--- src/rtl/collision_pkg.sv ---
// Shared definitions for the collision scanner: side-flag bit positions and FSM states.
package collision_pkg;

  localparam int SIDE_DOWN  = 0;
  localparam int SIDE_UP    = 1;
  localparam int SIDE_RIGHT = 2;
  localparam int SIDE_LEFT  = 3;

  typedef enum logic [1:0] {
    ST_IDLE  = 2'd0,
    ST_SCAN  = 2'd1,
    ST_DRAIN = 2'd2
  } scan_state_t;

endpackage

--- src/rtl/collision_side_check.sv ---
// Combinational side-contact test between one sprite and one tile.
// Returns {left, right, up, down}; all flags are zero when the tile is disabled.
module collision_side_check
  import collision_pkg::*;
#(
  parameter int X_W    = 10,
  parameter int Y_W    = 9,
  parameter int PW     = 23,
  parameter int PH     = 45,
  parameter int TW     = 25,
  parameter int TH     = 24,
  parameter int MARGIN = 2
) (
  input  logic [X_W-1:0] i_xp,
  input  logic [Y_W-1:0] i_yp,
  input  logic [X_W-1:0] i_xt,
  input  logic [Y_W-1:0] i_yt,
  input  logic           i_en,
  output logic [3:0]     o_flags
);

  localparam int XE = X_W + 1;
  localparam int YE = Y_W + 1;

  // One extra bit on every sum so edge-of-screen coordinates never wrap
  logic [X_W:0] w_xp, w_xt, w_xp_pw, w_xp_m, w_xt_m, w_xt_tw;
  logic [Y_W:0] w_yp, w_yt, w_yp_ph, w_yp_m, w_yt_m, w_yt_th;
  logic         w_hx, w_vy;

  assign w_xp    = {1'b0, i_xp};
  assign w_xt    = {1'b0, i_xt};
  assign w_yp    = {1'b0, i_yp};
  assign w_yt    = {1'b0, i_yt};

  assign w_xp_pw = w_xp + XE'(PW);
  assign w_xp_m  = w_xp + XE'(MARGIN);
  assign w_xt_m  = w_xt + XE'(MARGIN);
  assign w_xt_tw = w_xt + XE'(TW);

  assign w_yp_ph = w_yp + YE'(PH);
  assign w_yp_m  = w_yp + YE'(MARGIN);
  assign w_yt_m  = w_yt + YE'(MARGIN);
  assign w_yt_th = w_yt + YE'(TH);

  assign w_hx = (w_xp_pw > w_xt_m) && (w_xp_m < w_xt_tw);
  assign w_vy = (w_yp_ph > w_yt_m) && (w_yp_m < w_yt_th);

  always_comb begin
    o_flags = 4'b0000;
    if (i_en) begin
      o_flags[SIDE_DOWN]  = w_hx && (w_yp_ph == w_yt);
      o_flags[SIDE_UP]    = w_hx && (w_yp == w_yt_th);
      o_flags[SIDE_RIGHT] = w_vy && (w_xp_pw == w_xt);
      o_flags[SIDE_LEFT]  = w_vy && (w_xp == w_xt_tw);
    end
  end

endmodule

--- src/rtl/collision_scanner.sv ---
// Scans N_TILES terrain tiles once per start pulse and reports ORed side-contact flags
// for the player sprite plus the number of tiles that touched it.
module collision_scanner
  import collision_pkg::*;
#(
  parameter int X_W     = 10,
  parameter int Y_W     = 9,
  parameter int PW      = 23,
  parameter int PH      = 45,
  parameter int TW      = 25,
  parameter int TH      = 24,
  parameter int MARGIN  = 2,
  parameter int N_TILES = 64,
  parameter int ADDR_W  = (N_TILES > 1) ? $clog2(N_TILES) : 1
) (
  input  logic              clk,
  input  logic              rst_n,
  input  logic              start,
  input  logic [X_W-1:0]    x_player,
  input  logic [Y_W-1:0]    y_player,
  output logic [ADDR_W-1:0] tile_addr,
  input  logic [X_W-1:0]    tile_x,
  input  logic [Y_W-1:0]    tile_y,
  input  logic              tile_en,
  output logic              busy,
  output logic              done,
  output logic [3:0]        is_collision,
  output logic [ADDR_W:0]   hit_count
);

  localparam logic [ADDR_W-1:0] LAST_ADDR = ADDR_W'(N_TILES - 1);

  scan_state_t       r_state, w_next;
  logic [X_W-1:0]    r_xp;
  logic [Y_W-1:0]    r_yp;
  logic [ADDR_W-1:0] r_addr;
  logic              r_vld;
  logic [3:0]        r_acc;
  logic [ADDR_W:0]   r_cnt;
  logic [3:0]        r_coll;
  logic [ADDR_W:0]   r_hits;
  logic              r_done;

  logic              w_accept;
  logic              w_busy;
  logic [3:0]        w_flags;
  logic [3:0]        w_acc_nxt;
  logic [ADDR_W:0]   w_cnt_nxt;

  // Tile data lags its address by one cycle, so r_vld gates the checker
  collision_side_check #(
    .X_W(X_W), .Y_W(Y_W), .PW(PW), .PH(PH), .TW(TW), .TH(TH), .MARGIN(MARGIN)
  ) u_side_check (
    .i_xp   (r_xp),
    .i_yp   (r_yp),
    .i_xt   (tile_x),
    .i_yt   (tile_y),
    .i_en   (tile_en && r_vld),
    .o_flags(w_flags)
  );

  assign w_acc_nxt = r_acc | w_flags;
  assign w_cnt_nxt = r_cnt + {{ADDR_W{1'b0}}, |w_flags};

  // A start landing in the done cycle is dropped: the scan has not yet fully retired
  assign w_accept  = (r_state == ST_IDLE) && start && !r_done;

  always_ff @(posedge clk or negedge rst_n) begin
    if (!rst_n) r_state <= ST_IDLE;
    else        r_state <= w_next;
  end

  always_comb begin
    w_next = r_state;
    case (r_state)
      ST_IDLE:  if (w_accept) w_next = ST_SCAN;
      ST_SCAN:  if (r_addr == LAST_ADDR) w_next = ST_DRAIN;
      ST_DRAIN: w_next = ST_IDLE;
      default:  w_next = ST_IDLE;
    endcase
  end

  always_comb begin
    w_busy = (r_state != ST_IDLE);
  end

  always_ff @(posedge clk or negedge rst_n) begin
    if (!rst_n) begin
      r_xp   <= '0;
      r_yp   <= '0;
      r_addr <= '0;
      r_vld  <= 1'b0;
      r_acc  <= '0;
      r_cnt  <= '0;
      r_coll <= '0;
      r_hits <= '0;
      r_done <= 1'b0;
    end else begin
      r_done <= (r_state == ST_DRAIN);
      case (r_state)
        ST_IDLE: begin
          if (w_accept) begin
            r_xp   <= x_player;
            r_yp   <= y_player;
            r_addr <= '0;
            r_vld  <= 1'b0;
            r_acc  <= '0;
            r_cnt  <= '0;
          end
        end
        ST_SCAN: begin
          if (r_addr != LAST_ADDR) r_addr <= r_addr + 1'b1;
          r_vld <= 1'b1;
          r_acc <= w_acc_nxt;
          r_cnt <= w_cnt_nxt;
        end
        ST_DRAIN: begin
          r_coll <= w_acc_nxt;
          r_hits <= w_cnt_nxt;
          r_addr <= '0;
          r_vld  <= 1'b0;
        end
        default: begin
          r_addr <= '0;
          r_vld  <= 1'b0;
        end
      endcase
    end
  end

  assign tile_addr    = r_addr;
  assign busy         = w_busy;
  assign done         = r_done;
  assign is_collision = r_coll;
  assign hit_count    = r_hits;

endmodule

--- config.mk ---
export PLATFORM = sky130hd
export DESIGN_NAME = collision_scanner
export DESIGN_NICKNAME = d
export VERILOG_FILES = /design/src/rtl/collision_pkg.sv /design/src/rtl/collision_side_check.sv /design/src/rtl/collision_scanner.sv
export SDC_FILE = /design/constraint.sdc
export NUM_CORES = 1
export LEC_CHECK = 0
export CAP_MARGIN = 20
export CORE_ASPECT_RATIO = 1.5
export CORE_UTILIZATION = 30
export DETAILED_ROUTE_END_ITERATION = 8
export GPL_ROUTABILITY_DRIVEN = 1
export SLEW_MARGIN = 20
export SYNTH_ARGS = -nofsm -noshare
export SYNTH_HDL_FRONTEND = slang
export SYNTH_SLANG_ARGS = --single-unit
--- constraint.sdc ---
create_clock -name clk -period 7.53 [get_ports clk]
set_input_delay 1.1295 -clock clk [delete_from_list [all_inputs] [get_ports clk]]
set_output_delay 1.1295 -clock clk [all_outputs]
set_load 0.02 [all_outputs]
==> flow_metrics.env <==
export IMPL_status="complete, no violations"
export IMPL_globalplace_congestion=0.906
export IMPL_grt_util_all_layers_pct=15.5
export IMPL_ant_nets=0
export IMPL_synthesis_area_um2=4860
export IMPL_finalCritPeriodShare_pct=65.2
export IMPL_ys_ff_latch=51
export IMPL_cts_sinks=51
export IMPL_diodes=0
export IMPL_fin_skew_ns=0.00941
export IMPL_avgRoutedWirePerCell_um=15.1
export IMPL_yosys_warnings=0
export IMPL_p_leak_uw=0.00248
export IMPL_crit_chain="clkdlybuf4s50_1, nand3_1, nor2_1, nand4_1, xor2_1, ha_1, and4_1, a211oi_1, o21ai_0, a311o_1, o21ai_1, ha_1, ha_1, nand3_1, and2_1, o21ai_0, o31ai_1"
export IMPL_clkSlewWorstSetupHoldPaths_ns=0.07
export IMPL_hold_violations=0
export IMPL_antenna_found_initial=0
export IMPL_setup_tns_ns=0
export IMPL_critPathKind="primary input to flop"
export IMPL_vias=4178
export IMPL_worst_path_most_repeated_cell="ha_1"
export IMPL_viasPerCell=5.07
export IMPL_die_w_um=106
export IMPL_final_common_cell="nand2_1"
export IMPL_place_ws_ns=2.30
export IMPL_grt_pass1_vias=4436
export IMPL_clockBufferDepth=2
export IMPL_tightest_slew_ns=0.871
export IMPL_num_fill_cells=1645
export IMPL_fmax_mhz=204
export IMPL_ir_worst_vdd_mv=0.0731
export IMPL_setup_viol=0
export IMPL_coreArea_um2=15800
export IMPL_ctsResizeCount=0
export IMPL_area_growth_pct=17.3
export IMPL_syn_area_per_cell_um2=8.30
export IMPL_path_max_fanout=10
export IMPL_grt_overflow_total=0
export IMPL_p_total_uw=737
export IMPL_cts_tree="built"
export IMPL_synth_edff_count=0
export IMPL_register_area_um2=1280
export IMPL_drc=0
export IMPL_drt_initial_drc_count=154
export IMPL_cts_htree_levels=2
export IMPL_cp_end_kind="flop"
export IMPL_fin_ws_ns=2.62
export IMPL_fp_dieArea_um2=16700
export IMPL_num_nets_final=719
export IMPL_relSlewSlack_pct=41.7
export IMPL_yosys_cell_types_count=61
export IMPL_numCtsBuffers=5
export IMPL_cts_hold_buf=0
export IMPL_period_minus_slack_ns=4.91
export IMPL_ys_flop_type="dfrtp_1"
export IMPL_hold_path_class="flop to flop"
export IMPL_firstDrtPassIters=4
export IMPL_layout_drive_gt1_share_pct=4.51
export IMPL_pin_count=61
export IMPL_grt_pass1_wl_mm=20.9
export IMPL_start_util_pct=30.9
export IMPL_dp_hpwl_mm=9.99
export IMPL_port_buffers=60
export IMPL_cp_required_ns=7.69
export IMPL_p_per_area_nw_per_um2=129
export IMPL_rows=56
export IMPL_most_common_layout_cells="nand2_1 (91), clkdlybuf4s50_1 (59), ha_1 (57)"
export IMPL_drv_cap=0
export IMPL_holdWs_ns=0.483
export IMPL_grt_max_degree=52
export IMPL_wl_mm=12.5
export IMPL_arrival_ns=5.07
export IMPL_fp_dieH_um=158
export IMPL_finalMaxSlewViolations=0
export IMPL_ys_seq_area_share_pct=26.2
export IMPL_postCtsSetupBuffers=0
export IMPL_cp_start_kind="primary input"
export IMPL_multiInputGateArea_um2=3320
export IMPL_syn_nets=685
export IMPL_clock_latency_ns=0.29
export IMPL_async_flop_share_pct=100
export IMPL_syn_inst=586
export IMPL_slowest_delay_ns=0.76
export IMPL_cts_root_buffer="clkbuf_16"
export IMPL_grt_setup_unrepaired="no"
export IMPL_cp_slowest_cell="clkdlybuf4s50_1"
## worst max-delay path: cells and delay by family
kind	cells	cell delay [ns]
xor+xnor	1	0.17
simple gates	6	1.17
buf+inv	1	0.76
compound gates	6	1.11
fa+ha+maj	3	0.71
## registers in the layout (all words and copies together) (netlist names)
name and cells:
tile_addr 6, is_collision 4, r_xp 10, r_vld 1
r_cnt 7, done 1, hit_count 7, r_acc 4
r_yp 9, r_state 2
## cells in the mapped netlist, types with 2 or more instances
| cell | instances | share of area (%) |
|---|---|---|
| a211o_1 | 5 | 0.90 |
| a211oi_1 | 5 | 0.77 |
| a21o_1 | 8 | 1.2 |
| a21oi_1 | 23 | 2.4 |
| a221oi_1 | 2 | 0.36 |
| a31oi_1 | 6 | 0.77 |
| and2_1 | 2 | 0.26 |
| and3_1 | 7 | 0.90 |
| and4_1 | 4 | 0.72 |
| buf_2 | 11 | 1.1 |
| buf_4 | 4 | 0.62 |
| buf_6 | 3 | 0.69 |
| clkbuf_1 | 17 | 1.3 |
| dfrtp_1 | 51 | 26 |
| ha_1 | 57 | 15 |
| inv_1 | 24 | 1.9 |
| mux2i_1 | 4 | 0.82 |
| nand2_1 | 91 | 7.0 |
| nand2b_1 | 8 | 1.0 |
| nand3_1 | 19 | 2.0 |
| nand3b_1 | 2 | 0.31 |
| nand4_1 | 13 | 1.7 |
| nor2_1 | 43 | 3.3 |
| nor2b_1 | 7 | 0.90 |
| nor3_1 | 6 | 0.62 |
| nor4_2 | 2 | 0.51 |
| nor4b_1 | 2 | 0.36 |
| o2111ai_1 | 2 | 0.36 |
| o211ai_1 | 4 | 0.62 |
| o21a_1 | 3 | 0.46 |
| o21ai_0 | 32 | 3.3 |
| o21ai_1 | 4 | 0.41 |
| o31ai_1 | 2 | 0.31 |
| or2_2 | 2 | 0.26 |
| xnor2_1 | 49 | 8.8 |
| xor2_1 | 37 | 6.7 |
## worst paths after layout
| kind | start | endpoint | slack [ns] | cells past startpoint |
|---|---|---|---|---|
| max | tile_x[3] | r_cnt[4] | 2.62 | 17 |
| min | hit_count[1] | hit_count[1] | 0.48 | 2 |
| max reg2reg | r_xp[1] | r_cnt[4] | 3.19 | 18 |
| min reg2reg | hit_count[1] | hit_count[1] | 0.48 | 2 |
| max in group asynchronous | rst_n | r_xp[7] | 6.13 | 2 |
| min in group asynchronous | rst_n | hit_count[2] | 0.94 | 2 |
## where the power goes
| group | switching (uW) | internal, uW |
|---|---|---|
| Combinational | 109 | 96.3 |
| Clock | 100 | 133 |
| Sequential | 17.6 | 281 |
| Total | 226 | 511 |
## per-stage QoR
step	std cells	utilization [%]	area, um2
floorplan	586	-	4860
detailed placement	816	35.2	5550
finish	824	36.2	5710
CTS	824	36.2	5710
global placement	816	35.2	5550
global route	824	36.2	5710
## area by class of cell
class | instances | share of cell area [%]
Tap cell | 203 | 4.45
Clock buffer | 6 | 2.43
Sequential cell | 51 | 22.4
Multi-Input combinational cell | 475 | 58.2
Clock inverter | 2 | 0.241
Inverter | 25 | 1.64
Timing Repair Buffer | 62 | 10.7
## routing by layer
metal	track usage [%]	vias to the layer above	part of all wire, %
met5	0	-	0
met4	8.40	0	3.8
met3	1.19	34	2.4
met2	29.0	76	53
met1	17.4	1991	41
li1	-	2077	-
## kinds of logic (layout without fill, tap and decap cells)
group                      after synthesis  count (layout)  share of synthesized area (%)
xor gates and xnor gates                89              89                           16.7
adders and majority gates               57              57                           14.7
DFF                                     51              51                           26.2
buffers and inverters                   60              95                           5.68
muxes                                    6               6                           1.29
AOI/OAI and AO/OA                      106             106                           14.0
and+or+nand+nor                        217             217                           21.4
Power figures use the tool's default switching activity.
